File: src/rtl/clk_meter.sv
// Measures period and high time of sig_in in clk cycles, flags lock and overflow.
// Optional CLK_METER_SYNC_EN adds a 2-flop input synchronizer ahead of edge detect.
module clk_meter #(
  parameter int CNT_W = 8
) (
  input  logic             clk,
  input  logic             reset,
  input  logic             sig_in,
  output logic [CNT_W-1:0] period,
  output logic [CNT_W-1:0] high_time,
  output logic             valid,
  output logic             locked,
  output logic             overflow
);

  typedef enum logic [1:0] {IDLE = 2'd0, MEASURE = 2'd1, OVF = 2'd2} state_e;

  localparam logic [CNT_W-1:0] CNT_MAX = '1;
  localparam logic [CNT_W-1:0] CNT_ONE = {{(CNT_W-1){1'b0}}, 1'b1};

  state_e           state_q, state_d;
  logic             sig_s_q, sig_s_d, sig_p_q, sig_p_d;
  logic [CNT_W-1:0] cnt_q, cnt_d, hcnt_q, hcnt_d;
  logic [CNT_W-1:0] period_q, period_d, high_q, high_d;
  logic             valid_q, valid_d, locked_q, locked_d, ovf_q, ovf_d;
  logic             have_prev_q, have_prev_d;
  logic             sig_src, rise;

`ifdef CLK_METER_SYNC_EN
  logic [1:0] sync_q, sync_d;
  assign sync_d = {sync_q[0], sig_in};
  always_ff @(posedge clk or negedge reset) begin
    if (!reset) sync_q <= '0;
    else        sync_q <= sync_d;
  end
  assign sig_src = sync_q[1];
`else
  assign sig_src = sig_in;
`endif

  assign rise = sig_s_q & ~sig_p_q;

  always_comb begin
    state_d     = state_q;
    sig_s_d     = sig_src;
    sig_p_d     = sig_s_q;
    cnt_d       = cnt_q;
    hcnt_d      = hcnt_q;
    period_d    = period_q;
    high_d      = high_q;
    valid_d     = 1'b0;
    locked_d    = locked_q;
    ovf_d       = ovf_q;
    have_prev_d = have_prev_q;
    case (state_q)
      IDLE, OVF: begin
        if (rise) begin
          cnt_d   = CNT_ONE;
          hcnt_d  = CNT_ONE;
          state_d = MEASURE;
        end
      end
      MEASURE: begin
        if (rise) begin
          // previous result is still held on the outputs, so compare against it
          period_d    = cnt_q;
          high_d      = hcnt_q;
          valid_d     = 1'b1;
          locked_d    = have_prev_q && (cnt_q == period_q) && (hcnt_q == high_q);
          have_prev_d = 1'b1;
          cnt_d       = CNT_ONE;
          hcnt_d      = CNT_ONE;
        end else if (cnt_q == CNT_MAX) begin
          state_d     = OVF;
          ovf_d       = 1'b1;
          locked_d    = 1'b0;
          have_prev_d = 1'b0;
        end else begin
          cnt_d = cnt_q + CNT_ONE;
          if (sig_s_q) hcnt_d = hcnt_q + CNT_ONE;
        end
      end
      default: state_d = IDLE;
    endcase
  end

  always_ff @(posedge clk or negedge reset) begin
    if (!reset) begin
      state_q     <= IDLE;
      sig_s_q     <= 1'b0;
      sig_p_q     <= 1'b0;
      cnt_q       <= '0;
      hcnt_q      <= '0;
      period_q    <= '0;
      high_q      <= '0;
      valid_q     <= 1'b0;
      locked_q    <= 1'b0;
      ovf_q       <= 1'b0;
      have_prev_q <= 1'b0;
    end else begin
      state_q     <= state_d;
      sig_s_q     <= sig_s_d;
      sig_p_q     <= sig_p_d;
      cnt_q       <= cnt_d;
      hcnt_q      <= hcnt_d;
      period_q    <= period_d;
      high_q      <= high_d;
      valid_q     <= valid_d;
      locked_q    <= locked_d;
      ovf_q       <= ovf_d;
      have_prev_q <= have_prev_d;
    end
  end

  assign period    = period_q;
  assign high_time = high_q;
  assign valid     = valid_q;
  assign locked    = locked_q;
  assign overflow  = ovf_q;

endmodule

File: config.mk
export PLATFORM = sky130hd
export DESIGN_NAME = clk_meter
export DESIGN_NICKNAME = d
export VERILOG_FILES = /design/src/rtl/clk_meter.sv
export SDC_FILE = /design/constraint.sdc
export NUM_CORES = 1
export LEC_CHECK = 0
export BUFFER_PORTS_ARGS = -buffer_cell sky130_fd_sc_hd__buf_2
export CAP_MARGIN = 20
export CORE_MARGIN = 2
export CORE_UTILIZATION = 27
export DETAILED_ROUTE_END_ITERATION = 10
export PLACE_DENSITY = 0.5
export SETUP_SLACK_MARGIN = 0.05
export SYNTH_ARGS = -nofsm -noshare
export SYNTH_HDL_FRONTEND = slang
export SYNTH_SLANG_ARGS = --single-unit
File: constraint.sdc
create_clock -name clk -period 1.5 [get_ports clk]
set_input_delay 0.3 -clock clk [delete_from_list [all_inputs] [get_ports clk]]
set_output_delay 0.3 -clock clk [all_outputs]
set_load 0.01 [all_outputs]
==> impl_results.md, run 1 <==
* CTS clk-pin slew, worst paths at 0.08 ns
* Via count of the first global-routing pass at 1626
* Pleak at 1.32 nW
* Switch share at 33.4%
* DR vias at 1684
* Wire length after detailed routing at 5110 um
* Antenna diodes at 0
* Sort of element at the start of the critical path: register
* Initial antenna violation count at 0
* Post-layout nets at 246
* Proportion of synthesized flip-flops having asynchronous set or reset at 100%
* Depth of the most critical reg-to-reg path at 5
* Number of sinks driven by the clock tree at 40
* Worst setup startpoint: cnt_q[0]$_DFFE_PN0P_
* Total iterations of the first detailed-routing run at 4
* Data required time of the worst path at 1.73 ns
* Clock tree from TritonCTS: built
* EDFF count, synth at 0
* Launching point of the worst reg2reg path: cnt_q[0]$_DFFE_PN0P_
* Fraction of power consumed by combinational cells at 35.7%
* Crit end category: register
* Remaining design rule violation count at 0
* Port-buffer cells at 21
* Post-route clock skew at 0.00949 ns
* Status: finished clean
* Overall die height at 91.4 um
* Deepest level of the CTS H-tree at 2
* Worst setup path end: hcnt_q[7]$_DFFE_PN0P_
* WP data arrival at 1.72 ns
* Total power density per cell area at 1340 nW/um^2
* Max-cap violation count at 0
* Net load switching power at 1.26 mW
* Reg2reg setup slack at 0.009 ns
* Synthesis-to-layout area growth at 37.1%
* Setup violations, final at 0
* Antenna violation net count after detailed routing at 0
* GRT overflow at 0
* Fmax at 671 MHz
* Fraction of power consumed by sequential logic at 41.0%
* Row count at 31
* Setup repair after global routing missed its margin: yes
* Post-detailed-placement half-perimeter wirelength at 3540 um
* Cell area after placement at 2490 um^2
* Cells after synthesis at 190
* Worst-case hold slack at 0.111 ns
* First DRT Iteration DRCs at 80
* Width of the die at 91.4 um
* Core area at 7330 um^2
* Transition at the pin with the smallest max-transition slack at 0.352 ns
* Worst vdd ir at 0.779 mV
* Tightest Hold Check Type: input port to register
* Maximum number of pins on one net before global-route repair at 41
* Fraction of the cycle the final worst path needs at 99.4%
* WL/cell at 15.0 um
* Routability congestion estimate from global placement at 0.896
* Area of the mapped netlist at 2060 um^2
* Design area at 2830 um^2
* Clock root cell: clkbuf_8
* Tightest slew margin relative to the limit at 76.5%
* Final-layout setup total negative slack at 0 ns
* Unique masters post-synth at 46
* Clock latency at the later pin of the worst-skew pair at 0.30 ns
* Final worst path period need at 1.49 ns
* Nets in the synthesized netlist at 195
* Maximum clock path buffer count at 2
* Worst reg2reg path endpoint: hcnt_q[7]$_DFFE_PN0P_
* Total Power at 3.78 mW
* Number of synthesized register bits at 40
* Max Fanout on Critical Path at 7
* Final Hold Vio Count at 0
* Sequential element share of the synthesized area at 48.6%
* Top_reg_cell synth: dfrtp_1
* Number of I/O pins at 22
* First-pass GRT wire length at 8180 um
* Initial core utilization at 28.1%
* Total count of max-transition violations in the final report at 0
* Proportion of layout cells with a drive suffix above 1 at 49.6%
* Post-synthesis area per instance at 10.8 um^2
* Category of the critical setup timing path: register to register
* Internal power at 2.52 mW
* Number of warnings issued by yosys at 0
* Global-route total usage across every layer at 12.6%
* Number of buffers inserted during clock tree synthesis at 5
* Final Core Density at 38.5%
* Detail-routed via count per cell at 4.94
* Die footprint at 8350 um^2
* Relative contribution of the clock network to total power at 23.3%
[flip-flops by register name, indices dropped and copies added, names as in the netlist]
| signal | flops |
|---|---|
| cnt_q | 8 |
| have_prev_q | 1 |
| hcnt_q | 8 |
| high_time | 8 |
| locked | 1 |
| overflow | 1 |
| period | 8 |
| sig_p_d | 1 |
| sig_p_q | 1 |
| state_q | 2 |
| valid | 1 |
[repair_timing]
item / CTS / global route
endpoints found under the hold margin: 40 / 0
pin swaps: 6 / 13
setup buffers: 0 / 4
endpoints found under the setup margin: 31 / 31
gates resized for setup: 15 / 39
hold buffers: 1 / 0
[metal layers]
| metal | global-route usage [%] | vias to the layer above | share of wire [%] |
|---|---|---|---|
| li1 | - | 798 | - |
| met3 | 2.49 | 9 | 3.5 |
| met2 | 19.0 | 42 | 46 |
| met4 | 5.43 | 0 | 2.0 |
| met5 | 0 | - | 0 |
| met1 | 17.3 | 835 | 48 |
[metrics by stage]
stage	instances	setup WS (ns)
6_report	341	0.00926
3_5_place_dp	328	-0.0332
2_1_floorplan	190	0.0515
4_1_cts	337	0.00694
5_1_grt	341	-0.0336
3_3_place_gp	328	-0.0391
[cells in the final DEF (no fill, tap or decap), types with 5 or more instances in the layout]
master,count
nand3_1,5
buf_2,21
a21oi_1,7
buf_4,29
dfrtp_1,32
clkbuf_8,5
nand2_1,11
mux2_2,16
xor2_1,12
dfrtp_2,8
[power by group through the flow]
| stage | logic (mW) | clock network [mW] | registers, mW |
|---|---|---|---|
| after global placement | 1.20 | 0 | 1.55 |
| after detailed placement | 1.20 | 0 | 1.56 |
| final | 1.35 | 0.881 | 1.55 |
| after CTS | 1.21 | 0.906 | 1.54 |
| after floorplan | 0.689 | 0 | 1.53 |
| after global routing | 1.48 | 0.956 | 1.58 |
[cells in the mapped netlist, drive strengths merged (5+ instances only)]
cell type	instances	area share, %
dfrtp	40	49
mux2	16	8.7
nand2	15	2.7
xor2	12	5.1
buf	10	2.7
a21oi	9	2.4
o21ai	8	1.9
nand3	6	1.5
nand4	5	2.2
nor2	5	0.91
nor4	5	1.5
[kinds of logic (layout without fill, tap and decap cells)]
group / count (synthesis) / count (layout) / synth area share (%)
simple gates: 56 / 56 / 15.0
compound gates: 42 / 42 / 15.2
flops: 40 / 40 / 48.6
mux: 17 / 17 / 9.23
buf+inv: 17 / 69 / 3.95
xor+xnor: 16 / 16 / 6.80
fa+ha+maj: 2 / 2 / 1.21
[critical path, stage by stage, from the launching register on]
cell,delay (ns)
dfrtp_1,0.42
ha_4,0.19
nand4_4,0.08
o221ai_4,0.17
or4_4,0.45
a21oi_2,0.12
[how the worst min path moves through the flow]
stage                     slack (ns)  cells after the start    from                  endpoint
after floorplan                0.004                      0   reset      cnt_q[0]$_DFFE_PN0P_
after global placement          0.29                      2   reset  high_time[6]$_DFFE_PN0P_
after detailed placement        0.29                      2   reset  high_time[4]$_DFFE_PN0P_
after CTS                       0.11                      1  sig_in         sig_p_d$_DFF_PN0_
after global routing            0.11                      1  sig_in         sig_p_d$_DFF_PN0_
final                           0.11                      1  sig_in         sig_p_d$_DFF_PN0_
[cell type report]
class	count	area (um^2)
sequential	40	1010
fill	723	4510
inverter	4	15.0
clock buffer	6	72.6
clock inverter	2	35.0
timing repair buffer	57	418
multi-input combinational	133	1150
tap	99	124
Power figures use the tool's default switching activity.
==> run 2, diff against run 1 <==
Settings changed: PLACE_DENSITY 0.5 to 0.49.
Clock period 1.5 ns to 1.6 ns, I/O delays scaled along.
==> run 2 against run 1 <==
Sequential share of layout area is 2.5 points higher. Sequential power is 8% lower. Largest power group unchanged. Hold slack better by 0.020 ns. Clock power is 24% lower. Global-route usage is 0.14 points lower. Critical path depth is 1 higher. Cell count is 1.8% lower. Register-to-register slack better by 0.08 ns. Highest routed layer unchanged. Fmax is 1.6% lower. Flip-flop and latch count stayed put. Via count is 4.9% lower.
==> impl_results.md, run 2 (synthesis gave the netlist of run 1 again) <==
* Max-cap violation count at 0 (unchanged)
* Fmax at 660 MHz (-1.6%)
* Tightest slew margin relative to the limit at 71.3% (-5.2 points)
* Sort of element at the start of the critical path: register
* Post-layout nets at 240 (-2.4%)
* Worst-case hold slack at 0.131 ns (+0.0196 ns)
* Total iterations of the first detailed-routing run at 4 (unchanged)
* Number of sinks driven by the clock tree at 40 (unchanged)
* Worst reg2reg path endpoint: hcnt_q[6]$_DFFE_PN0P_
* First-pass GRT wire length at 8140 um (-0.50%)
* Antenna violation net count after detailed routing at 0 (unchanged)
* Initial antenna violation count at 0 (unchanged)
* Final Core Density at 35.9% (-2.6 points)
* Worst hold path stage count at 1 (unchanged)
* Setup repair after global routing missed its margin: yes
* Post-route clock skew at 0.00775 ns (-0.00174 ns)
* Clock latency at the later pin of the worst-skew pair at 0.29 ns (about the same)
* Final worst path period need at 1.51 ns (+0.0235 ns)
* WL/cell at 14.7 um (-1.9%)
* Wire length after detailed routing at 4920 um (-3.6%)
* Transition at the pin with the smallest max-transition slack at 0.431 ns (+0.0785 ns)
* GRT overflow at 0 (unchanged)
* Via count of the first global-routing pass at 1606 (-1.2%)
* Clock root cell: clkbuf_8
* Status: finished clean
* Initial core utilization at 28.1% (unchanged)
* DR vias at 1602 (-4.9%)
* Data required time of the worst path at 1.82 ns (+0.09 ns)
* Register area at 1010 um^2 (-0.37%)
* Reg2reg setup slack at 0.09 ns (+0.08 ns)
* Crit end category: register
* Fill cell instance count of the final layout at 741 (+2.5%)
* CTS clk-pin slew, worst paths at 0.08 ns (about the same)
* Max Fanout on Critical Path at 3 (-4)
* Launching point of the worst reg2reg path: cnt_q[1]$_DFFE_PN0P_
* First DRT Iteration DRCs at 52 (-35%)
* Total power density per cell area at 1240 nW/um^2 (-7.5%)
* Total count of max-transition violations in the final report at 0 (unchanged)
* Routability congestion estimate from global placement at 0.824 (-8.1%)
* Min-Delay Endpoint: sig_p_d$_DFF_PN0_
* Final Hold Vio Count at 0 (unchanged)
* Detail-routed via count per cell at 4.78 (-3.2%)
* Overall die height at 91.4 um (unchanged)
* Global-route total usage across every layer at 12.4% (-0.14 points)
* Deepest level of the CTS H-tree at 2 (unchanged)
* Setup violations, final at 0 (unchanged)
* Category of the critical setup timing path: register to register
* Core area at 7330 um^2 (unchanged)
* Synthesis-to-layout area growth at 27.7%
* Number of buffers inserted during clock tree synthesis at 5 (unchanged)
* WP data arrival at 1.74 ns (+0.02 ns)
* Row count at 31 (unchanged)
* Remaining design rule violation count at 0 (unchanged)
* Hold Crit Start: sig_in
* Tightest Hold Check Type: input port to register
* Proportion of layout cells with a drive suffix above 1 at 39.4% (-10 points)
* Fraction of the cycle the final worst path needs at 94.6% (-4.7 points)
* Width of the die at 91.4 um (unchanged)
* Area of the multi-input gates at 1040 um^2 (-9.4%)
* Post-detailed-placement half-perimeter wirelength at 3530 um (-0.31%)
* Antenna diodes at 0 (unchanged)
* Port-buffer cells at 21 (unchanged)
* Worst vdd ir at 0.366 mV (-53%)
* Pleak at 1.24 nW (-6.1%)
* Die footprint at 8350 um^2 (unchanged)
* Clock tree from TritonCTS: built
* Most common cell after layout, fill and taps aside: dfrtp_1
* Total Power at 3.26 mW (-14%)
* Depth of the most critical reg-to-reg path at 6 (+1)
* Number of I/O pins at 22 (unchanged)
* Maximum clock path buffer count at 2 (unchanged)
* Top library cells by usage in the layout, fill and taps aside: dfrtp_1 (35), buf_4 (25), buf_2 (21)
* Maximum number of pins on one net before global-route repair at 19 (-54%)
run 2: worst max path at each step:
stage | startpoint | to | slack, ns | cells past startpoint
2_1_floorplan | cnt_q[0]$_DFFE_PN0P_ | hcnt_q[7]$_DFFE_PN0P_ | 0.06 | 5
3_3_place_gp | cnt_q[0]$_DFFE_PN0P_ | hcnt_q[7]$_DFFE_PN0P_ | -0.05 | 5
3_5_place_dp | cnt_q[0]$_DFFE_PN0P_ | hcnt_q[7]$_DFFE_PN0P_ | -0.07 | 5
4_1_cts | cnt_q[0]$_DFFE_PN0P_ | hcnt_q[7]$_DFFE_PN0P_ | 0.03 | 5
5_1_grt | cnt_q[2]$_DFFE_PN0P_ | hcnt_q[6]$_DFFE_PN0P_ | 0.005 | 6
6_report | cnt_q[1]$_DFFE_PN0P_ | hcnt_q[6]$_DFFE_PN0P_ | 0.09 | 6
run 2: routing by layer:
metal,vias to the layer above,share of wire [%],global-route usage [%]
met4,0,0.47,3.66
met3,2,3.2,2.74
met1,793,51,17.9
met5,-,0,0
met2,22,46,18.6
li1,785,-,-
run 2: report_power, final:
group,internal (mW),switching [mW]
sequential,1.21,0.208
combinational,0.613,0.555
clock,0.304,0.368
total,2.12,1.13
run 2: cell type report:
| cell class | count | area share [%] |
|---|---|---|
| clock inverter | 3 | 0.713 |
| timing repair buffer | 51 | 13.5 |
| clock buffer | 5 | 2.61 |
| inverter | 4 | 0.570 |
| sequential | 40 | 38.3 |
| multi-input combinational | 133 | 39.6 |
| tap | 99 | 4.71 |
run 2: what timing repair did:
action / in CTS / in global routing
gates resized for setup: 4 / 17
pin swaps: 1 / 12
endpoints found under the hold margin: 16 / 0
setup endpoints to repair: 6 / 33
hold buffers: 1 / 0
setup buffers: 1 / 3
run 2: stage by stage:
stage	setup WS, ns	TNS [ns]	cell area [um^2]	instances
after floorplan	0.0562	0	2060	190
after global placement	-0.0473	-0.0523	2430	322
after detailed placement	-0.0706	-0.115	2430	322
after CTS	0.0281	0	2570	332
after global routing	0.00535	0	2630	335
final	0.0857	0	2630	335
run 2: critical path, cell delays in order (launching register included):
cell,delay [ns]
dfrtp_1,0.41
ha_4,0.19
and4_1,0.18
buf_4,0.15
a211oi_4,0.26
nand4_1,0.12
o21ai_1,0.14
